<file path="src/rtl/wb_spi_flash_rd_if.sv">
// ----------------------------------------------------------------------------
// wb_spi_flash_rd_if
//   Wishbone classic bus bundle between the SoC interconnect and the SPI-flash
//   read port.
//   Signals (names as seen from the slave):
//     wb_adr_i  [31:0]  byte address
//     wb_dat_i  [31:0]  write data
//     wb_sel_i  [3:0]   byte select
//     wb_we_i           write enable
//     wb_cyc_i          bus cycle
//     wb_stb_i          strobe
//     wb_dat_o  [31:0]  read data
//     wb_ack_o          read termination
//     wb_err_o          error termination
//   Modports: master (interconnect side), slave (flash reader side).
// ----------------------------------------------------------------------------
interface wb_spi_flash_rd_if;
    logic [31:0] wb_adr_i;
    logic [31:0] wb_dat_i;
    logic [3:0]  wb_sel_i;
    logic        wb_we_i;
    logic        wb_cyc_i;
    logic        wb_stb_i;
    logic [31:0] wb_dat_o;
    logic        wb_ack_o;
    logic        wb_err_o;

    modport master (
        output wb_adr_i, wb_dat_i, wb_sel_i, wb_we_i, wb_cyc_i, wb_stb_i,
        input  wb_dat_o, wb_ack_o, wb_err_o
    );

    modport slave (
        input  wb_adr_i, wb_dat_i, wb_sel_i, wb_we_i, wb_cyc_i, wb_stb_i,
        output wb_dat_o, wb_ack_o, wb_err_o
    );
endinterface

</file>
<file path="src/rtl/wb_spi_flash_rd.sv">
// ----------------------------------------------------------------------------
// wb_spi_flash_rd
//   Wishbone classic slave that answers each bus read by fetching one 32-bit
//   word from an external SPI NOR flash (READ 0x03 + 24-bit address, SPI
//   mode 0). Writes are refused with a one-cycle error termination.
//   Ports:
//     clk         system clock
//     reset_n     asynchronous active-low reset
//     wb          Wishbone slave modport (adr/dat/sel/we/cyc/stb in,
//                 dat/ack/err out)
//     spi_sck_o   SPI clock, idles low
//     spi_cs_n_o  flash chip select, active low
//     spi_mosi_o  serial data to the flash
//     spi_miso_i  serial data from the flash
//   Parameter CLK_DIV: clk cycles per SCK half-period (>= 1).
// ----------------------------------------------------------------------------
module wb_spi_flash_rd #(
    parameter int CLK_DIV = 2
) (
    input  logic                    clk,
    input  logic                    reset_n,
    wb_spi_flash_rd_if.slave        wb,
    output logic                    spi_sck_o,
    output logic                    spi_cs_n_o,
    output logic                    spi_mosi_o,
    input  logic                    spi_miso_i
);

    localparam int               DIV_W    = (CLK_DIV > 1) ? $clog2(CLK_DIV) : 1;
    localparam logic [DIV_W-1:0] DIV_LAST = DIV_W'(CLK_DIV - 1);
    localparam logic [7:0]       CMD_READ = 8'h03;

    typedef enum logic [2:0] {
        S_IDLE,
        S_CMD,
        S_ADDR,
        S_DATA,
        S_ACK,
        S_ERR
    } state_t;

    state_t           r_state, w_state_nxt;
    logic [DIV_W-1:0] r_div, w_div_nxt;
    logic             r_phase, w_phase_nxt;   // 0: SCK low half, 1: SCK high half
    logic [4:0]       r_bit, w_bit_nxt;
    logic [31:0]      r_tx;
    logic [31:0]      r_rx;
    logic [31:0]      r_dat;
    logic             r_sck, r_cs_n, r_mosi, r_ack, r_err;

    logic             w_req;
    logic             w_half_end;
    logic             w_bit_end;
    logic [4:0]       w_last_bit;
    logic             w_shifting_nxt;
    logic             w_load;
    logic             w_enter_ack;
    logic             w_sample;
    logic             w_mosi_nxt;
    logic [31:0]      w_tx_load;
    logic             w_unused;

    // First byte off the wire lands in the least significant byte lane.
    function automatic logic [31:0] f_bytes_le(input logic [31:0] rx);
        return {rx[7:0], rx[15:8], rx[23:16], rx[31:24]};
    endfunction

    assign w_req      = wb.wb_cyc_i & wb.wb_stb_i;
    assign w_half_end = (r_div == DIV_LAST);
    assign w_bit_end  = w_half_end & r_phase;
    assign w_tx_load  = {CMD_READ, wb.wb_adr_i[23:2], 2'b00};
    assign w_unused   = ^{wb.wb_dat_i, wb.wb_sel_i, wb.wb_adr_i[31:24], wb.wb_adr_i[1:0]};

    always_comb begin
        w_last_bit = 5'd31;
        case (r_state)
            S_CMD:   w_last_bit = 5'd7;
            S_ADDR:  w_last_bit = 5'd23;
            default: w_last_bit = 5'd31;
        endcase
    end

    // Next-state logic; counters fall back to zero unless a shift phase is
    // actively running, so every phase starts from a clean count.
    always_comb begin
        w_state_nxt = r_state;
        w_div_nxt   = '0;
        w_phase_nxt = 1'b0;
        w_bit_nxt   = '0;
        case (r_state)
            S_IDLE: begin
                if (w_req) begin
                    w_state_nxt = wb.wb_we_i ? S_ERR : S_CMD;
                end
            end
            S_CMD, S_ADDR, S_DATA: begin
                if (!w_req) begin
                    w_state_nxt = S_IDLE;
                end else begin
                    w_div_nxt   = w_half_end ? '0 : r_div + 1'b1;
                    w_phase_nxt = r_phase ^ w_half_end;
                    w_bit_nxt   = r_bit;
                    if (w_bit_end) begin
                        if (r_bit == w_last_bit) begin
                            w_bit_nxt = '0;
                            case (r_state)
                                S_CMD:   w_state_nxt = S_ADDR;
                                S_ADDR:  w_state_nxt = S_DATA;
                                default: w_state_nxt = S_ACK;
                            endcase
                        end else begin
                            w_bit_nxt = r_bit + 1'b1;
                        end
                    end
                end
            end
            S_ACK, S_ERR: w_state_nxt = S_IDLE;
            default:      w_state_nxt = S_IDLE;
        endcase
    end

    assign w_shifting_nxt = (w_state_nxt == S_CMD) || (w_state_nxt == S_ADDR) ||
                            (w_state_nxt == S_DATA);
    assign w_load         = (r_state == S_IDLE) && (w_state_nxt == S_CMD);
    assign w_enter_ack    = (r_state == S_DATA) && (w_state_nxt == S_ACK);
    // MISO is taken on the edge that raises SCK (end of the low half).
    assign w_sample       = (r_state == S_DATA) && w_req && w_half_end && !r_phase;

    // MOSI only moves at the start of a low half: on load, or when a bit ends.
    always_comb begin
        w_mosi_nxt = 1'b0;
        if (w_load) begin
            w_mosi_nxt = w_tx_load[31];
        end else if ((w_state_nxt == S_CMD) || (w_state_nxt == S_ADDR)) begin
            w_mosi_nxt = w_bit_end ? r_tx[30] : r_mosi;
        end
    end

    always_ff @(posedge clk or negedge reset_n) begin
        if (!reset_n) begin
            r_state <= S_IDLE;
            r_div   <= '0;
            r_phase <= 1'b0;
            r_bit   <= '0;
            r_sck   <= 1'b0;
            r_cs_n  <= 1'b1;
            r_mosi  <= 1'b0;
            r_ack   <= 1'b0;
            r_err   <= 1'b0;
            r_dat   <= '0;
        end else begin
            r_state <= w_state_nxt;
            r_div   <= w_div_nxt;
            r_phase <= w_phase_nxt;
            r_bit   <= w_bit_nxt;
            r_sck   <= w_shifting_nxt & w_phase_nxt;
            r_cs_n  <= !w_shifting_nxt;
            r_mosi  <= w_mosi_nxt;
            r_ack   <= w_enter_ack;
            r_err   <= (r_state == S_IDLE) && (w_state_nxt == S_ERR);
            if (w_enter_ack) begin
                r_dat <= f_bytes_le(r_rx);
            end
        end
    end

    // Shift registers carry pure data and need no reset.
    always_ff @(posedge clk) begin
        if (w_load) begin
            r_tx <= w_tx_load;
        end else if (((r_state == S_CMD) || (r_state == S_ADDR)) && w_req && w_bit_end) begin
            r_tx <= {r_tx[30:0], 1'b0};
        end
        if (w_sample) begin
            r_rx <= {r_rx[30:0], spi_miso_i};
        end
    end

    assign wb.wb_dat_o = r_dat;
    assign wb.wb_ack_o = r_ack;
    assign wb.wb_err_o = r_err;
    assign spi_sck_o   = r_sck;
    assign spi_cs_n_o  = r_cs_n;
    assign spi_mosi_o  = r_mosi;

endmodule

</file>
<file path="src/flat_wrapper.sv">
// flat-port wrapper written by rule: the top's interface ports become plain ports
module wb_spi_flash_rd_flat 
#(
    parameter int CLK_DIV = 2
)
  (clk, reset_n, spi_sck_o, spi_cs_n_o, spi_mosi_o, spi_miso_i, wb_wb_adr_i, wb_wb_dat_i, wb_wb_sel_i, wb_wb_we_i, wb_wb_cyc_i, wb_wb_stb_i, wb_wb_dat_o, wb_wb_ack_o, wb_wb_err_o);
  wb_spi_flash_rd_if wb_i ();
  input  logic clk;
  input  logic reset_n;
  output logic spi_sck_o;
  output logic spi_cs_n_o;
  output logic spi_mosi_o;
  input  logic spi_miso_i;
  input wire logic [$bits(wb_i.wb_adr_i)-1:0] wb_wb_adr_i;
  input wire logic [$bits(wb_i.wb_dat_i)-1:0] wb_wb_dat_i;
  input wire logic [$bits(wb_i.wb_sel_i)-1:0] wb_wb_sel_i;
  input wire logic [$bits(wb_i.wb_we_i)-1:0] wb_wb_we_i;
  input wire logic [$bits(wb_i.wb_cyc_i)-1:0] wb_wb_cyc_i;
  input wire logic [$bits(wb_i.wb_stb_i)-1:0] wb_wb_stb_i;
  output wire logic [$bits(wb_i.wb_dat_o)-1:0] wb_wb_dat_o;
  output wire logic [$bits(wb_i.wb_ack_o)-1:0] wb_wb_ack_o;
  output wire logic [$bits(wb_i.wb_err_o)-1:0] wb_wb_err_o;
  assign wb_i.wb_adr_i = wb_wb_adr_i;
  assign wb_i.wb_dat_i = wb_wb_dat_i;
  assign wb_i.wb_sel_i = wb_wb_sel_i;
  assign wb_i.wb_we_i = wb_wb_we_i;
  assign wb_i.wb_cyc_i = wb_wb_cyc_i;
  assign wb_i.wb_stb_i = wb_wb_stb_i;
  assign wb_wb_dat_o = wb_i.wb_dat_o;
  assign wb_wb_ack_o = wb_i.wb_ack_o;
  assign wb_wb_err_o = wb_i.wb_err_o;
  wb_spi_flash_rd #(.CLK_DIV(CLK_DIV)) u_core (.clk(clk), .reset_n(reset_n), .wb(wb_i), .spi_sck_o(spi_sck_o), .spi_cs_n_o(spi_cs_n_o), .spi_mosi_o(spi_mosi_o), .spi_miso_i(spi_miso_i));
endmodule
</file>
<file path="config.mk">
export PLATFORM = sky130hd
export DESIGN_NAME = wb_spi_flash_rd_flat
export DESIGN_NICKNAME = d
export VERILOG_FILES = /design/src/rtl/wb_spi_flash_rd_if.sv /design/src/rtl/wb_spi_flash_rd.sv /design/src/flat_wrapper.sv
export SDC_FILE = /design/constraint.sdc
export NUM_CORES = 1
export LEC_CHECK = 0
export BUFFER_PORTS_ARGS = -buffer_cell sky130_fd_sc_hd__buf_2
export CORE_MARGIN = 2
export CORE_UTILIZATION = 40
export DETAILED_ROUTE_END_ITERATION = 10
export PLACE_DENSITY = 0.62
export SLEW_MARGIN = 30
export SYNTH_ARGS = -nofsm -noshare
export SYNTH_HDL_FRONTEND = slang
export SYNTH_SLANG_ARGS = --single-unit
export TNS_END_PERCENT = 10
</file>
<file path="constraint.sdc">
create_clock -name clk -period 4.39 [get_ports clk]
set_input_delay 0.878 -clock clk [delete_from_list [all_inputs] [get_ports clk]]
set_output_delay 0.878 -clock clk [all_outputs]
set_load 0.1 [all_outputs]
</file>
=== Word level (Yosys, flattened, before mapping) ===
Cells that the tools add are included.
Widths: inputs -> output; s select.

* Muxes and demuxes: 22
* Add/subtract/negate cells: 2
* Eq/ne operators: 11
* Reduce and logical (&&, ||, !) cells: 16
* Bitwise gates (word level): 4

{| class="wikitable"
|+ Operators with widths
! cell !! count
|-
| $mux 24 || 2
|-
| $mux 5 || 4
|-
| $mux 3 || 5
|-
| $eq 3x2->1 const B || 4
|-
| $pmux 3 s2 || 2
|-
| $pmux 5 s2 || 1
|-
| $logic_and 1x1->1 || 8
|-
| $mux 1 || 8
|-
| $eq 3x1->1 const B || 2
|-
| $eq 3x3->1 const B || 2
|-
| $add 5x1->5 const B || 1
|-
| $eq 5x5->1 || 1
|-
| $and 1x1->1 || 3
|-
| $logic_not 3->1 || 1
|-
| $logic_or 1x1->1 || 3
|-
| $ne 3x1->1 const B || 1
|-
| $ne 3x3->1 const B || 1
|-
| $reduce_or 3->1 || 1
|-
| $logic_not 1->1 || 2
|-
| $reduce_bool 2->1 || 1
|-
| $add 1x1->1 const B || 1
|-
| $xor 1x1->1 || 1
|}

* Input port bits: 74
* Flip-flop bits (word level): 108
* Logic and storage cells: 68

=== Logic depth before layout (Yosys ltp) ===
Gate-level depths: netlist of the first run.

* Word-level depth: 11
* Mapped depth: 6
* Mapped depth without buffers: 4

=== Least setup slack after synthesis of the first run ===
No wires, ideal clock.

* Path type: input to register
* From: in wb_wb_cyc_i
* To: reg u_core.r_rx[0] (enable)
* Arrival: 3.326 ns
* Stages on the path: 2
* Setup slack: 0.603 ns
* Required time: 3.929 ns
* Cell sequence: nand4b_1 > nor3_1

* Longest elaborated chain between the ends: 4

{| class="wikitable"
|+ Ends and longest elaborated chain
! element !! line !! text
|-
| start, declared || flat_wrapper.sv:18 || <nowiki>input wire logic [$bits(wb_i.wb_cyc_i)-1:0] wb_wb_cyc_i;</nowiki>
|-
| $and 1x1->1 || wb_spi_flash_rd.sv:68 || <nowiki>assign w_req = wb.wb_cyc_i & wb.wb_stb_i;</nowiki>
|-
| $logic_and 1x1->1 (3 in series) || wb_spi_flash_rd.sv:127 || <nowiki>assign w_sample = (r_state == S_DATA) && w_req && w_half_end && !r_phase;</nowiki>
|-
| named net u_core.w_sample || wb_spi_flash_rd.sv:58 || <nowiki>logic w_sample;</nowiki>
|-
| end signal, assigned || wb_spi_flash_rd.sv:175 || <nowiki>r_rx <= {r_rx[30:0], spi_miso_i};</nowiki>
|-
| end, declared || wb_spi_flash_rd.sv:47 || <nowiki>logic [31:0] r_rx;</nowiki>
|}

The timed path passes the listed nets, and every way through them passes these cells.
A chain may end at the register's enable or synchronous reset.

=== Final worst setup path of the first run ===
* From: reg u_core.r_div
* To: reg u_core.r_dat[7], in the netlist u_core.wb.wb_dat_o[7]

* Longest elaborated chain between the ends: 6

{| class="wikitable"
|+ Ends and longest elaborated chain
! element !! line !! text
|-
| start, declared || wb_spi_flash_rd.sv:43 || <nowiki>logic [DIV_W-1:0] r_div, w_div_nxt;</nowiki>
|-
| start signal, assigned || wb_spi_flash_rd.sv:153 || <nowiki>r_div <= w_div_nxt;</nowiki>
|-
| $and 1x1->1 || wb_spi_flash_rd.sv:70 || <nowiki>assign w_bit_end = w_half_end & r_phase;</nowiki>
|-
| $mux 3 || wb_spi_flash_rd.sv:103 || <nowiki>if (w_bit_end) begin</nowiki>
|-
| $mux 3 || wb_spi_flash_rd.sv:97 || <nowiki>if (!w_req) begin</nowiki>
|-
| $pmux 3 s2 || wb_spi_flash_rd.sv:90 || <nowiki>case (r_state)</nowiki>
|-
| $eq 3x3->1 || wb_spi_flash_rd.sv:125 || <nowiki>assign w_enter_ack = (r_state == S_DATA) && (w_state_nxt == S_ACK);</nowiki>
|-
| $logic_and 1x1->1 || wb_spi_flash_rd.sv:125 ||
|-
| end signal, assigned || wb_spi_flash_rd.sv:162 || <nowiki>r_dat <= f_bytes_le(r_rx);</nowiki>
|-
| end, declared || wb_spi_flash_rd.sv:48 || <nowiki>logic [31:0] r_dat;</nowiki>
|}

Every way passes these cells.

==> metrics.md, run 1 <==
| Metric | Value |
|---|---|
| Die width | `107 um` |
| Crit end category | `flip-flop` |
| Reg-to-reg startpoint | `u_core.r_div$_DFF_PN0_` |
| Initial antenna violation count | `0` |
| CP Launch Type | `flip-flop` |
| DR iter-0 viols | `96` |
| Final Cell Area | `4850 um^2` |
| Slew Limit Fails | `0` |
| F_max | `406 MHz` |
| Rows | `37` |
| Maximum buffer depth of the clock tree | `2` |
| Remaining DRCs | `0` |
| Status | `finished, final reports clean` |
| Worst reg2reg setup slack | `1930 ps` |
| Slew @ Worst Pin | `731 ps` |
| Min-Delay Path Class | `flip-flop to flip-flop` |
| RSZ-0062 raised after global routing | `no` |
| PD cells | `347 nW/um^2` |
| Cts bufs inserted | `9` |
| Worst setup margin | `1930 ps` |
| First-pass GRT wire length | `11.9 mm` |
| Reg clk slew, reported paths | `100 ps` |
| Number of max-cap violations | `0` |
| Setup Buffers After CTS | `0` |
| Share of layout cells above drive strength 1 | `43.6%` |
| Synth-to-layout area growth | `15.2%` |
| Worst r2r dst | `u_core.wb.wb_dat_o[7]$_DFFE_PN0P_` |
| Setup Total Neg Slack | `0 ps` |
| DP Wirelength | `4.57 mm` |
| Post-cts sizing count | `0` |
| Kind of critical path | `flip-flop to flip-flop` |
| GRT Util Overall | `13.4%` |
| Ports | `111` |
| Clock root buffer | `clkbuf_8` |
| Antenna viol nets, final | `0` |
| Post-route insts no fill | `471` |
| Final setup skew | `10.8 ps` |
| FFs w/ async S/R, synth | `43.5%` |
| R2R depth | `5` |
| Placed cell count | `455` |
| TritonCTS clock tree | `done` |
| Cell Area, Synth | `4210 um^2` |
| # setup viols final | `0` |
| Mean Syn Cell Area | `16.1 um^2` |
| Hold Violations, Final | `0` |
| Register area share after synthesis | `69.8%` |
| Register bit count reported by yosys | `108` |
| Netlist cell types | `49` |
| Critical path peak fanout | `26` |
| Peak VDD IR | `0.150 mV` |
| Fin crit period | `2460 ps` |
| Synth Warn # | `0` |
| Mapped Cells | `262` |
| # diodes | `0` |
| Top_reg_cell synth | `edfxtp_1` |
| Number of synthesized flops with an enable pin | `54` |
| Crit path DAT | `2700 ps` |
| CTS Hold Buffers Added | `0` |
| Die area | `11400 um^2` |
| H-tree depth | `3` |
| Largest net degree at the start of global routing | `48` |
| Post-route clock period utilization | `56.1%` |
| Syn Nets | `338` |
| Post-DP Area | `4670 um^2` |
| Worst rel slew slack | `50.9%` |
| Total number of vias | `2366` |
| Clock Latency Late Sink | `350 ps` |
| Dpl ws | `1740 ps` |
| PortBufs | `64` |
| CTS sink count | `108` |
| Launch point of the worst path | `u_core.r_div$_DFF_PN0_` |
| GPL Wtd Cong | `0.766` |
| Hold Startpoint | `u_core.r_rx[27]$_DFFE_PP_` |
| Core area | `10300 um^2` |
| Die Height | `107 um` |
| Vias in the first global route | `2384` |
| Total gr overflow | `0` |
| Crit path to | `u_core.wb.wb_dat_o[7]$_DFFE_PN0P_` |
| DR pass1 iterations | `6` |
| Worst endpoint required time | `4630 ps` |
| Avg Vias per Cell | `5.02` |
| Initial Util | `40.9%` |
| Leak | `2.03 nW` |
| Fin nets | `406` |
| Final WL | `7.12 mm` |
| Drt wl/cell | `15.1 um` |
through the flow:
step                power (mW)  hold slack (ps)  util, %
finish                    1.68              453     47.2
global route              1.75              466     47.2
detailed placement        1.15              427     45.4
CTS                       1.71              455     47.2
floorplan                 1.12              420        -
global placement          1.15              423     45.3
metal layers:
layer,routed length [um],vias up,track usage (%)
met5,0,-,0
met4,81,0,5.75
met3,251,7,3.31
met2,3430,36,21.0
met1,3360,1196,17.9
li1,-,1127,-
cell families (layout without fill, tap and decap cells):
group / after synthesis / after routing / share of synthesized area [%]
flops: 108 / 108 / 69.8
mux: 55 / 55 / 14.7
simple gates: 48 / 48 / 7.05
compound gates: 30 / 30 / 4.55
buf+inv: 14 / 87 / 2.08
xor+xnor: 5 / 5 / 1.22
fa+ha+maj: 2 / 2 / 0.595
worst max-delay path: stages (launching register included):
cell     delay (ps)
dfrtp_1         380
ha_1            410
nand3_2         250
nor3_4          480
buf_4           430
mux2_2          380
layout make-up:
class                   count  area, um^2
flip-flops and latches    108        2940
clock buffers              10         128
clock inverters             6        50.0
inverters                   3        11.3
fillers                   955        5430
repair buffers             68         350
well taps                 136         170
multi-input cells         140        1200
cell usage after synthesis (3+ instances only):
master    instances  area [um^2]
nor2_1            7         26.3
inv_1             3         11.3
dfxtp_1           7          140
nand2_1           6         22.5
buf_6             4         45.0
buf_2             4         20.0
o21ai_0           9         45.0
mux2_2           53          597
edfxtp_1         54         1620
a21oi_1           8         40.0
nand3_1          10         50.1
xnor2_1           3         26.3
nand3b_1          3         22.5
dfrtp_1          46         1150
worst min-delay path by stage:
stage | end | slack [ps] | cells past startpoint
2_1_floorplan | u_core.r_rx[10]$_DFFE_PP_ | 420 | 0
3_3_place_gp | u_core.r_rx[29]$_DFFE_PP_ | 420 | 0
3_5_place_dp | u_core.r_rx[8]$_DFFE_PP_ | 430 | 0
4_1_cts | u_core.r_rx[9]$_DFFE_PP_ | 450 | 0
5_1_grt | u_core.r_rx[28]$_DFFE_PP_ | 470 | 0
6_report | u_core.r_rx[28]$_DFFE_PP_ | 450 | 0
cells in the final DEF (no fill, tap or decap), drive strengths merged, types with 3 or more instances in the layout:
cell type  count
a21oi          8
buf           68
clkbuf        10
clkinv         3
dfrtp         46
dfxtp          7
edfxtp        54
inv            5
mux2          53
nand2          6
nand3         11
nand3b         3
nor2           7
nor3           3
nor4           3
o21ai         10
xnor2          3
where the power goes:
group	total [mW]	switching, mW	leakage (nW)	internal [mW]
registers	1.07	0.00534	1.20	1.07
clock network	0.554	0.340	0.0888	0.214
logic	0.0587	0.0346	0.741	0.0241
state kept, by name (all words and copies together) (netlist names):
signal              cells
u_core.spi_cs_n_o       1
u_core.wb.wb_ack_o      1
u_core.r_div            1
u_core.r_bit            5
u_core.spi_sck_o        1
u_core.wb.wb_dat_o     32
u_core.wb.wb_err_o      1
u_core.spi_mosi_o       1
u_core.r_state          3
u_core.r_rx            32
u_core.r_phase          1
u_core.r_tx            29
No activity file was read; power rests on OpenSTA's default activity.
==> run 2, diff against run 1 <==
--- a/config.mk
+++ b/config.mk
@@ -5,6 +5,7 @@
 export SDC_FILE = /design/constraint.sdc
 export NUM_CORES = 1
 export LEC_CHECK = 0
+export ABC_AREA = 1
 export BUFFER_PORTS_ARGS = -buffer_cell sky130_fd_sc_hd__buf_2
 export CORE_MARGIN = 2
 export CORE_UTILIZATION = 40
==> constraint.sdc (replaced) <==
create_clock -name clk -period 2.3 [get_ports clk]
set_input_delay 0.46 -clock clk [delete_from_list [all_inputs] [get_ports clk]]
set_output_delay 0.46 -clock clk [all_outputs]
set_load 0.1 [all_outputs]
==> run 2 against run 1 <==
  * Sequential share of layout area is 1.3 points lower
  * Routed wire length increased by 7.1%
  * Final cell count rose by 30%
  * Clock power up 110%
  * Fmax increased by 17%
  * Sequential power is 93% higher
  * Core utilization grew 1.1 points
  * Via count grew 20%
  * First-iteration DRC count grew 73%
==> metrics.md, run 2 <==
| Metric | Value |
|---|---|
| Status | `finished, final reports clean` |
| Maximum buffer depth of the clock tree | `2` |
| Setup Total Neg Slack | `0 ps` |
| Final setup skew | `11.9 ps` |
| Antenna viol nets, final | `0` |
| Final WL | `7.63 mm` |
| Fin nets | `546` |
| Post-route clock period utilization | `91.9%` |
| CTS Hold Buffers Added | `0` |
| Sequential group share of total power | `61.3%` |
| Die width | `107 um` |
| Die area | `11400 um^2` |
| Switch Pwr | `0.823 mW` |
| Register area share after synthesis | `69.6%` |
| Remaining DRCs | `0` |
| Leak | `2.46 nW` |
| Share of layout cells above drive strength 1 | `23.6%` |
| CP Launch Type | `flip-flop` |
| Initial antenna violation count | `0` |
| H-tree depth | `3` |
| Crit path DAT | `2160 ps` |
| Register bit count reported by yosys | `108` |
| Slew Limit Fails | `0` |
| Number of max-cap violations | `0` |
| DR pass1 iterations | `4` |
| F_max | `473 MHz` |
| Core area | `10300 um^2` |
| Slew @ Worst Pin | `726 ps` |
| Initial Util | `41.1%` |
| Vias in the first global route | `2812` |
| Mapped Cells | `396` |
| DP Wirelength | `5.06 mm` |
| TritonCTS clock tree | `done` |
| Cts bufs inserted | `9` |
| Syn Nets | `472` |
| Min-Delay Path Class | `input pin to async pin` |
| FFs w/ async S/R, synth | `43.5%` |
| GPL Wtd Cong | `0.823` |
| Reg clk slew, reported paths | `120 ps` |
| Crit end category | `flip-flop` |
| Area contributors post-synth | `edfxtp_1, dfrtp_1, nand2_1` |
| PD cells | `678 nW/um^2` |
| Logic gate share of total power | `4.4%` |
| Switching Share | `24.5%` |
| Rows | `37` |
| Mean Syn Cell Area | `10.7 um^2` |
| Synth-to-layout area growth | `17.3%` |
| Hold Violations, Final | `0` |
| First-pass GRT wire length | `13.1 mm` |
| Number of synthesized flops with an enable pin | `54` |
| # diodes | `0` |
| Total number of vias | `2846` |
| Clock Latency Late Sink | `360 ps` |
| Total gr overflow | `0` |
| RSZ-0062 raised after global routing | `no` |
| Most frequent cells in the layout | `nand2_1, buf_2, edfxtp_1` |
| Final core utilization | `48.2%` |
| GRT Util Overall | `14.4%` |
| Clock root buffer | `clkbuf_8` |
| Worst setup margin | `186 ps` |
| Worst rel slew slack | `51.6%` |
| Clk pwr share | `34.3%` |
| Drt wl/cell | `12.5 um` |
| Top_reg_cell synth | `edfxtp_1` |
| Largest net degree at the start of global routing | `34` |
| Critical path peak fanout | `22` |
| Worst endpoint required time | `2350 ps` |
| Synth top cells by count | `nand2_1, edfxtp_1, dfrtp_1, nand3_1, inv_1` |
| DR iter-0 viols | `166` |
| Post-cts sizing count | `0` |
| Area share of the largest cell type after synthesis | `38.4%` |
| Area leader, netlist | `edfxtp_1` |
| Most common cell after layout, fill and taps aside | `nand2_1` |
| PortBufs | `64` |
| Avg Vias per Cell | `4.66` |
| Cell Area, Synth | `4230 um^2` |
| Die Height | `107 um` |
| Most common cell in the synthesized netlist | `nand2_1` |
| Setup Buffers After CTS | `0` |
| Synth Warn # | `0` |
| Dpl ws | `196 ps` |
| # setup viols final | `0` |
| Peak VDD IR | `0.303 mV` |
| CTS sink count | `108` |
| Ports | `111` |
| Fin crit period | `2110 ps` |
| Kind of critical path | `flip-flop to flip-flop` |
| Netlist cell types | `26` |
| Internal | `2.53 mW` |
[run 2: cell count changes after synthesis, sizes merged, moves of 3 or more]
cell	delta
inv	+22
xnor2	-3
nor2	+7
nor4	-3
nand3b	-3
o21ai	-10
nand3	+24
mux2	-48
nand2	+172
[run 2: logic make-up (layout without fill, tap and decap cells)]
logic type / Yosys count / after routing / synth area share (%)
buffers and inverters: 39 / 118 / 4.20
AND/OR/NAND/NOR: 232 / 232 / 23.0
XOR/XNOR: 1 / 1 / 0.207
flip-flops: 108 / 108 / 69.6
adder cells (fa/ha/maj): 2 / 2 / 0.592
multiplexers: 5 / 5 / 1.33
AO/OA/AOI/OAI: 9 / 9 / 1.10
[run 2: power groups by stage]
| stage | Sequential (mW) | Combinational, mW | Clock, mW |
|---|---|---|---|
| final | 2.06 | 0.148 | 1.15 |
| after floorplan | 2.11 | 0.0769 | 0 |
| after detailed placement | 2.10 | 0.152 | 0 |
| after global routing | 2.06 | 0.171 | 1.29 |
| after global placement | 2.10 | 0.149 | 0 |
| after CTS | 2.06 | 0.152 | 1.20 |
[run 2: path summary, 6_finish.rpt]
check	from	to	slack [ps]	cells past startpoint
min reg2reg	u_core.r_rx[15]$_DFFE_PP_	u_core.r_rx[16]$_DFFE_PP_	450	0
max in group asynchronous	reset_n	u_core.wb.wb_dat_o[27]$_DFFE_PN0P_	1520	2
max	u_core.r_state[0]$_DFF_PN0_	u_core.r_tx[9]$_DFFE_PP_	190	12
min	reset_n	u_core.wb.wb_dat_o[0]$_DFFE_PN0P_	140	1
max reg2reg	u_core.r_state[0]$_DFF_PN0_	u_core.r_tx[9]$_DFFE_PP_	190	12
min in group clk	spi_miso_i	u_core.r_rx[0]$_DFFE_PP_	270	1
[run 2: per-stage QoR]
step / hold WS (ps) / area, um^2 / power (mW) / instances
after floorplan: 164 / 4230 / 2.19 / 396
after CTS: 156 / 4950 / 3.41 / 611
after detailed placement: 432 / 4750 / 2.25 / 595
after global routing: 185 / 4950 / 3.52 / 611
final: 145 / 4950 / 3.36 / 611
after global placement: 422 / 4750 / 2.25 / 595
[run 2: critical path, cell delays in order (launching register included)]
cell,delay [ps]
dfrtp_1,460
nor2_1,150
nand2_1,100
nand2_2,140
nand2_1,80
nand2_2,90
nor3_4,60
nand2_2,100
inv_4,50
nor2_8,80
nand2_4,120
nand2_1,80
buf_4,280
[run 2: area by class of cell]
class	instances	area, um^2
Fill cell	977	5320
Sequential cell	108	2940
Multi-Input combinational cell	249	1120
Timing Repair Buffer	77	430
Tap cell	136	170
Clock buffer	9	124
Inverter	25	96.3
Clock inverter	7	78.8
[run 2: metal layers]
layer	routed length [um]	GRT usage [%]
met3	314	2.92
met2	3580	23.0
met5	0	0
met4	65	4.17
met1	3670	20.2
